$ cat src/rtl/execute_stage.sv
// Y86 execute stage: ALU, condition codes, cmov squash and the E/M register.
// Define EXEC_HALT_LATCH_EN to latch halted on a captured halt or bad icode.
module execute_stage (
  input  logic        CLK,
  input  logic        RST,
  input  logic        in_valid,
  input  logic [3:0]  icode,
  input  logic [3:0]  ifun,
  input  logic [31:0] valA,
  input  logic [31:0] valB,
  input  logic [31:0] valC,
  input  logic [3:0]  dstE,
  input  logic [3:0]  dstM,
  input  logic        stall,
  input  logic        bubble,
  output logic        out_valid,
  output logic [3:0]  out_icode,
  output logic        out_Cnd,
  output logic [31:0] out_valE,
  output logic [31:0] out_valA,
  output logic [3:0]  out_dstE,
  output logic [3:0]  out_dstM,
  output logic        ZF,
  output logic        SF,
  output logic        OF,
  output logic        halted
);

  localparam logic [3:0] I_HALT = 4'h0;
  localparam logic [3:0] I_NOP  = 4'h1;
  localparam logic [3:0] I_RRMV = 4'h2;
  localparam logic [3:0] I_IRMV = 4'h3;
  localparam logic [3:0] I_RMMV = 4'h4;
  localparam logic [3:0] I_MRMV = 4'h5;
  localparam logic [3:0] I_OPL  = 4'h6;
  localparam logic [3:0] I_CALL = 4'h8;
  localparam logic [3:0] I_RET  = 4'h9;
  localparam logic [3:0] I_PUSH = 4'hA;
  localparam logic [3:0] I_POP  = 4'hB;
  localparam logic [3:0] R_NONE = 4'hF;

  logic        valid_q, valid_d;
  logic [3:0]  icode_q, icode_d;
  logic        cnd_q, cnd_d;
  logic [31:0] vale_q, vale_d;
  logic [31:0] vala_q, vala_d;
  logic [3:0]  dste_q, dste_d;
  logic [3:0]  dstm_q, dstm_d;
  logic        zf_q, zf_d;
  logic        sf_q, sf_d;
  logic        of_q, of_d;

  logic [31:0] alu_a, alu_b, alu_r;
  logic [3:0]  alu_fn;
  logic        alu_of, cnd, take;
  logic        halt_now;

  always_comb begin
    alu_a = 32'd0;
    unique case (icode)
      I_RRMV, I_OPL:         alu_a = valA;
      I_IRMV, I_RMMV, I_MRMV: alu_a = valC;
      I_CALL, I_PUSH:        alu_a = -32'sd4;
      I_RET, I_POP:          alu_a = 32'd4;
      default:               alu_a = 32'd0;
    endcase
  end

  always_comb begin
    alu_b = 32'd0;
    unique case (icode)
      I_RMMV, I_MRMV, I_OPL, I_CALL,
      I_RET, I_PUSH, I_POP: alu_b = valB;
      default:              alu_b = 32'd0;
    endcase
  end

  always_comb begin
    alu_fn = (icode == I_OPL) ? ifun : 4'd0;
    alu_r  = alu_b + alu_a;
    alu_of = (alu_a[31] == alu_b[31]) && (alu_r[31] != alu_a[31]);
    unique case (alu_fn)
      4'd1: begin
        alu_r  = alu_b - alu_a;
        alu_of = (alu_b[31] != alu_a[31]) && (alu_r[31] != alu_b[31]);
      end
      4'd2: begin
        alu_r  = alu_b & alu_a;
        alu_of = 1'b0;
      end
      4'd3: begin
        alu_r  = alu_b ^ alu_a;
        alu_of = 1'b0;
      end
      default: ;
    endcase
  end

  // Condition uses the CC value before this instruction's own update.
  always_comb begin
    cnd = 1'b0;
    unique case (ifun)
      4'd0:    cnd = 1'b1;
      4'd1:    cnd = (sf_q ^ of_q) | zf_q;
      4'd2:    cnd = sf_q ^ of_q;
      4'd3:    cnd = zf_q;
      4'd4:    cnd = ~zf_q;
      4'd5:    cnd = ~(sf_q ^ of_q);
      4'd6:    cnd = ~(sf_q ^ of_q) & ~zf_q;
      default: cnd = 1'b0;
    endcase
  end

`ifdef EXEC_HALT_LATCH_EN
  logic halted_q, halted_d;
  logic halt_in;

  assign halt_in  = (icode == I_HALT) || (icode > I_POP);
  assign halt_now = halted_q;
  assign halted   = halted_q;

  always_comb begin
    halted_d = halted_q;
    if (!stall && take && halt_in)
      halted_d = 1'b1;
  end

  always_ff @(posedge CLK) begin
    if (RST) halted_q <= 1'b0;
    else     halted_q <= halted_d;
  end
`else
  assign halt_now = 1'b0;
  assign halted   = 1'b0;
`endif

  assign take = in_valid && !bubble && !halt_now;

  always_comb begin
    valid_d = valid_q;
    icode_d = icode_q;
    cnd_d   = cnd_q;
    vale_d  = vale_q;
    vala_d  = vala_q;
    dste_d  = dste_q;
    dstm_d  = dstm_q;
    zf_d    = zf_q;
    sf_d    = sf_q;
    of_d    = of_q;
    if (!stall) begin
      if (take) begin
        valid_d = 1'b1;
        icode_d = icode;
        cnd_d   = cnd;
        vale_d  = alu_r;
        vala_d  = valA;
        dste_d  = (icode == I_RRMV && !cnd) ? R_NONE : dstE;
        dstm_d  = dstM;
        if (icode == I_OPL) begin
          zf_d = (alu_r == 32'd0);
          sf_d = alu_r[31];
          of_d = alu_of;
        end
      end else begin
        valid_d = 1'b0;
        icode_d = I_NOP;
        cnd_d   = 1'b0;
        vale_d  = 32'd0;
        vala_d  = 32'd0;
        dste_d  = R_NONE;
        dstm_d  = R_NONE;
      end
    end
  end

  always_ff @(posedge CLK) begin
    if (RST) begin
      valid_q <= 1'b0;
      icode_q <= I_NOP;
      cnd_q   <= 1'b0;
      vale_q  <= 32'd0;
      vala_q  <= 32'd0;
      dste_q  <= R_NONE;
      dstm_q  <= R_NONE;
      zf_q    <= 1'b1;
      sf_q    <= 1'b0;
      of_q    <= 1'b0;
    end else begin
      valid_q <= valid_d;
      icode_q <= icode_d;
      cnd_q   <= cnd_d;
      vale_q  <= vale_d;
      vala_q  <= vala_d;
      dste_q  <= dste_d;
      dstm_q  <= dstm_d;
      zf_q    <= zf_d;
      sf_q    <= sf_d;
      of_q    <= of_d;
    end
  end

  assign out_valid = valid_q;
  assign out_icode = icode_q;
  assign out_Cnd   = cnd_q;
  assign out_valE  = vale_q;
  assign out_valA  = vala_q;
  assign out_dstE  = dste_q;
  assign out_dstM  = dstm_q;
  assign ZF        = zf_q;
  assign SF        = sf_q;
  assign OF        = of_q;

endmodule

$ cat config.mk
export PLATFORM = sky130hd
export DESIGN_NAME = execute_stage
export DESIGN_NICKNAME = d
export VERILOG_FILES = /design/src/rtl/execute_stage.sv
export SDC_FILE = /design/constraint.sdc
export NUM_CORES = 1
export LEC_CHECK = 0
export ABC_AREA = 1
export BUFFER_PORTS_ARGS = -buffer_cell sky130_fd_sc_hd__buf_2
export CORE_MARGIN = 8
export CORE_UTILIZATION = 45
export DETAILED_ROUTE_END_ITERATION = 12
export PLACE_DENSITY_LB_ADDON = 0.2
export SLEW_MARGIN = 20
export SYNTH_ARGS = -nofsm -noshare
export SYNTH_HDL_FRONTEND = slang
export SYNTH_SLANG_ARGS = --single-unit
$ cat constraint.sdc
create_clock -name CLK -period 2.9 [get_ports CLK]
set_input_delay 0.29 -clock CLK [delete_from_list [all_inputs] [get_ports CLK]]
set_output_delay 0.29 -clock CLK [all_outputs]
set_load 0.02 [all_outputs]
# Yosys cells after proc, flatten, opt, wreduce, memory -nomap -nowiden
# Cells that the tools add are included.
# W data, S select, Z words.
[word_totals]
ff_bits = 81
in_bits = 117
wordCells = 71
[op_classes]
addsub = 2
eq_ne = 22
muxes = 14
bitwise_logic = 8
reduce_logical = 15
[op_table]
columns = ["operator", "count"]
rows = [
  ["$pmux W32 S4", 1],
  ["$mux W32", 3],
  ["$pmux W32 S3", 1],
  ["$add A32 B32 Y32", 1],
  ["$and A32 B32 Y32", 1],
  ["$logic_not A32 Y1", 1],
  ["$sub A32 B32 Y32", 1],
  ["$xor A32 B32 Y32", 1],
  ["$eq A4 B2 Y1 const B", 6],
  ["$eq A4 B3 Y1 const B", 6],
  ["$mux W4", 5],
  ["$eq A4 B4 Y1 const B", 4],
  ["$eq A4 B1 Y1 const B", 2],
  ["$reduce_or A2 Y1", 4],
  ["$pmux W1 S7", 1],
  ["$reduce_or A7 Y1", 1],
  ["$logic_and A1 B1 Y1", 4],
  ["$logic_not A4 Y1", 1],
  ["$ne A1 B1 Y1", 3],
  ["$not A1 Y1", 3],
  ["$reduce_and A3 Y1", 1],
  ["$reduce_or A3 Y1", 1],
  ["$logic_not A1 Y1", 2],
  ["$mux W1", 2],
  ["other kinds (5)", 5],
]

# Logic depth before layout (Yosys ltp)
[logic_depth]
depth_word = 8
ltp_mapped = 28
ltp_nobuf = 27

# Least setup slack after synthesis
# No wires, ideal clock.
[synth_timing]
kind = "input port to flip-flop"
startpoint = "input icode[0]"
endpoint = "register zf_q, in the netlist ZF"
arrival_ns = 3.063
required_ns = 2.841
path_slack_ns = -0.222
cell_stages = 25
path_buffers = 1
path_cell_list = "inv_1 -> nand2_1 -> nor2_1 -> clkbuf_1 -> a22o_1 -> ha_1 -> inv_1 -> fa_1 -> inv_1 -> nand3_1 -> nand2_1 -> nand2_1 -> nand2_1 -> nand2_1 -> nand2_1 -> nand3_1 -> nand3_1 -> nand2_1 -> nand3_1 -> nand3_1 -> nor2_1 -> nand2_1 -> nor2_1 -> nand2_1 -> nand2_1"
[synth_between]
elab_chain_cells = 6
elab_cells_between_ends = 27
cone_classes = "2 x add/sub; 12 x eq/ne; 4 x mux; 2 x bitwise; 7 x reduce/logical"
[synth_lines]
columns = ["item", "line", "rtl"]
rows = [
  ["start, declared", "7", "input logic [3:0] icode,"],
  ["$eq A4 B3 Y1, or another cell as far along", "60, 71", ""],
  ["$reduce_or A3 Y1, or another cell as far along", "60", "unique case (icode)"],
  ["$pmux W32 S4 / $mux W32 (equally long branches)", "60, 71", ""],
  ["$add A32 B32 Y32, or another cell as far along", "80", "alu_r = alu_b + alu_a;"],
  ["$pmux W32 S3", "82", "unique case (alu_fn)"],
  ["$logic_not A32 Y1", "160", "zf_d = (alu_r == 32'd0);"],
  ["end signal, assigned", "196", "zf_q <= zf_d;"],
  ["end, declared", "49", "logic zf_q, zf_d;"],
]
# Several ways; a longest one is shown, not always the timed one.
# A chain may end at the register's enable or synchronous reset.

# Worst setup path after layout
[layout_timing]
startpoint = "input icode[1]"
endpoint = "register zf_q, in the netlist ZF"
# Same word-level chain as after synthesis.

==> impl_metrics.tcl <==
set metrics [dict create \
    cp-end-kind "flop" \
    hp-class "input pin to flop" \
    overflow 0 \
    firstDrtPassIters 6 \
    netlist_instances 1646 \
    clock.fmax_ghz 0.3256 \
    drive_above_1_share 0.4688 \
    setup_viol 9 \
    grt_usage 0.3423 \
    cts_tree "built" \
    dpl.hpwl_um 34680 \
    critPathMaxFanout 5 \
    synth_async_sr_flop_share 0 \
    yosysSeqAreaShare 0.1763 \
    syn_area_mm2 0.009199 \
    holdBufCountCts 0 \
    path_clk_slew_ns 0.08 \
    synth.net_count 1828 \
    cts_max_level 3 \
    yosysWarnings 0 \
    grt_pass1_vias 13057 \
    synth_edf_count 0 \
    cts_root_buffer "clkbuf_16" \
    finalWorstSetupSlack_ns -0.1711 \
    synth.distinct_cells 44 \
    seq_area_mm2 0.001622 \
    power_w 0.005876 \
    wl_um 48070 \
    drv_slew 0 \
    final-hold-violation-count 0 \
    place_congestion 1.045 \
    nFillCells 1541 \
    vias 13781 \
    die_w_um 159.0 \
    core_area_mm2 0.02017 \
    cts_inserted_buffers 9 \
    grt_pass1_wl_um 69910 \
    grt_max_degree 70 \
    required_ns 3.21 \
    period_share 1.059 \
    place_ws_ns -0.8453 \
    grt_setup_unrepaired "yes" \
    drtIter0Drc 1255 \
    relSlewSlack 0.3991 \
    clkLatencyLatePin_ns 0.36 \
    yosysTopAreaCellShare 0.1995 \
    cts.sinks 81 \
    multi_input_area_mm2 0.008277 \
    wl_per_cell_um 19.50 \
    design.die.area_mm2 0.02527 \
    io_buffers 197 \
    synth.largest_area_cell "nand2_1" \
    route.antenna.remaining_nets 0 \
    arrival_ns 3.38 \
    tightest_slew_ns 0.9013 \
    r2r_slack_ns 0.99 \
    status "complete, but fails checks" \
    drv_cap 0 \
    cp-start-kind "input pin" \
    rows 52 \
    synth_ff_type "dfxtp_1" \
    grt_antenna_before_repair 0 \
    nNetsFinal 2372 \
    syn2layout_area_growth_pct 72.88 \
    clock_skew_ns 0.01596 \
    netlist_top_cells_area "nand2_1 20%, dfxtp_1 18%, inv_1 11%, ha_1 8.6%, a21oi_1 8.0%" \
    violations "negative setup slack" \
    p_per_area_mw_per_mm2 369.5 \
    antenna-diode-count 0 \
    cts_buffer_depth 2 \
    path_class "input pin to flop" \
    ir_drop_v 0.0003402 \
    vias_per_cell 5.591 \
    synth-seq-cells 81 \
    syn-mean-instance-area_um2 5.589 \
    start_util 0.4561 \
    cellLeakagePower_nw 8.004 \
    period_needed_ns 3.071 \
    die_y_um 159.0 \
    io_pins 199 \
    drc 0 \
]
[layout make-up]
class | instances | area share
clock buffers | 9 | 0.01416
clock inverters | 7 | 0.006845
inverters | 275 | 0.06617
multi-input cells | 1226 | 0.5205
flip-flops and latches | 81 | 0.1020
well taps | 270 | 0.02124
repair buffers | 597 | 0.2692
[worst paths after layout]
path | start | cells after the start | to
max | icode[1] | 25 | ZF$_SDFFE_PP1P_
min | dstE[2] | 3 | out_dstE[2]$_SDFFE_PP1N_
max reg2reg | OF$_SDFFE_PP0P_ | 6 | out_dstE[3]$_SDFFE_PP1N_
min reg2reg | out_valE[15]$_SDFFE_PP0N_ | 2 | out_valE[15]$_SDFFE_PP0N_
[flip-flops by register name (all words and copies together) (netlist names)]
register	cells
OF	1
SF	1
ZF	1
out_Cnd	1
out_dstE	4
out_dstM	4
out_icode	4
out_valA	32
out_valE	32
out_valid	1
[metrics by stage]
step	util	instances	instance area [um^2]	TNS (ns)	hold slack, ns
finish	0.7885	2465	15900	-0.5197	0.1429
global route	0.7885	2465	15900	-2.781	0.1498
CTS	0.7199	2434	14520	-0.1863	0.1410
detailed placement	0.6360	2390	12830	-14.59	0.4521
global placement	0.6360	2390	12830	-12.57	0.4430
floorplan	-	1646	9223	0	0.4209
[kinds of logic after synthesis]
kind of cell | after synthesis | synth area share
and+or+nand+nor | 867 | 0.3970
buffers and inverters | 339 | 0.1470
AOI/OAI and AO/OA | 290 | 0.1863
DFF | 81 | 0.1763
adders and majority gates | 65 | 0.09004
xor gates and xnor gates | 3 | 0.002857
other | 1 | 0.0004077
[synthesized netlist by cell type, types with 2 or more instances]
master	number
dfxtp_1	81
o21ai_1	6
nand3_2	7
ha_1	63
a221oi_1	31
a21oi_2	5
nand3_1	143
and2_1	2
fa_1	2
o21bai_1	14
buf_6	3
nor3_1	12
nand3b_1	5
a221oi_2	4
a21oi_1	147
xor2_1	3
o22ai_1	24
nor2_4	2
o21ai_0	52
buf_1	4
nand2_2	2
nor2_2	8
inv_2	16
nand2_1	489
nand4_1	27
clkbuf_1	33
o211ai_1	2
buf_2	14
nor2_1	164
clkbuf_2	2
nor3_2	2
inv_1	259
buf_4	7
[critical path, cell delays in order]
cell and delay [ns]:
buf_12 0.11, nand2_4 0.05, nand2_2 0.05, nand2_2 0.10, clkinv_4 0.10, buf_12 0.17
buf_6 0.12, a221oi_4 0.33, ha_4 0.28, buf_12 0.13, nor2_4 0.14, nand2_1 0.08
nand2_1 0.12, inv_1 0.10, nand2_2 0.15, inv_1 0.06, nor2_1 0.11, nor2_1 0.08
nor2_2 0.20, nand3_1 0.13, nor2_2 0.14, nand3_2 0.12, nor2_2 0.10, nand2_1 0.05
nand2_1 0.05
[report_power, final]
| group | leakage [nW] | switching, W | internal, W |
|---|---|---|---|
| sequential | 0.657 | 0.0000140 | 0.00114 |
| combinational | 7.18 | 0.00188 | 0.00145 |
| clock | 0.164 | 0.000614 | 0.000778 |
[layer usage]
| metal | GRT usage | vias up | routed length, um |
|---|---|---|---|
| met1 | 0.3889 | 6347 | 17940 |
| met3 | 0.06024 | 232 | 4001 |
| met5 | 0 | - | 0 |
| met2 | 0.5899 | 796 | 22590 |
| met4 | 0.2088 | 0 | 3536 |
| li1 | - | 6406 | - |
[placed cells by master (no fill, tap or decap), types with 5 or more instances in the layout]
cell / n
nand2_1: 407
buf_4: 360
inv_1: 217
buf_2: 193
nand3_1: 116
a21oi_1: 105
dfxtp_1: 81
nor2_1: 81
nand2_2: 71
nor2_2: 56
inv_2: 51
a21oi_2: 38
nor2_4: 37
ha_1: 34
buf_6: 29
o21ai_0: 27
nand4_1: 27
nand3_2: 27
ha_4: 27
a221oi_4: 24
o22ai_1: 23
o21ai_2: 16
o21ai_1: 15
nand2_4: 12
clkbuf_16: 10
buf_12: 10
a21oi_4: 9
o21bai_1: 9
nor3_2: 8
a221oi_2: 7
nand3_4: 7
inv_4: 6
nand3b_1: 5
[timing repair]
item	in CTS	in global routing
cloned	2	1
setup buffers	26	36
pin swaps	60	126
endpoints found under the setup margin	23	25
gates resized for setup	254	305
Note: power is estimated with default switching activity, not from simulation.
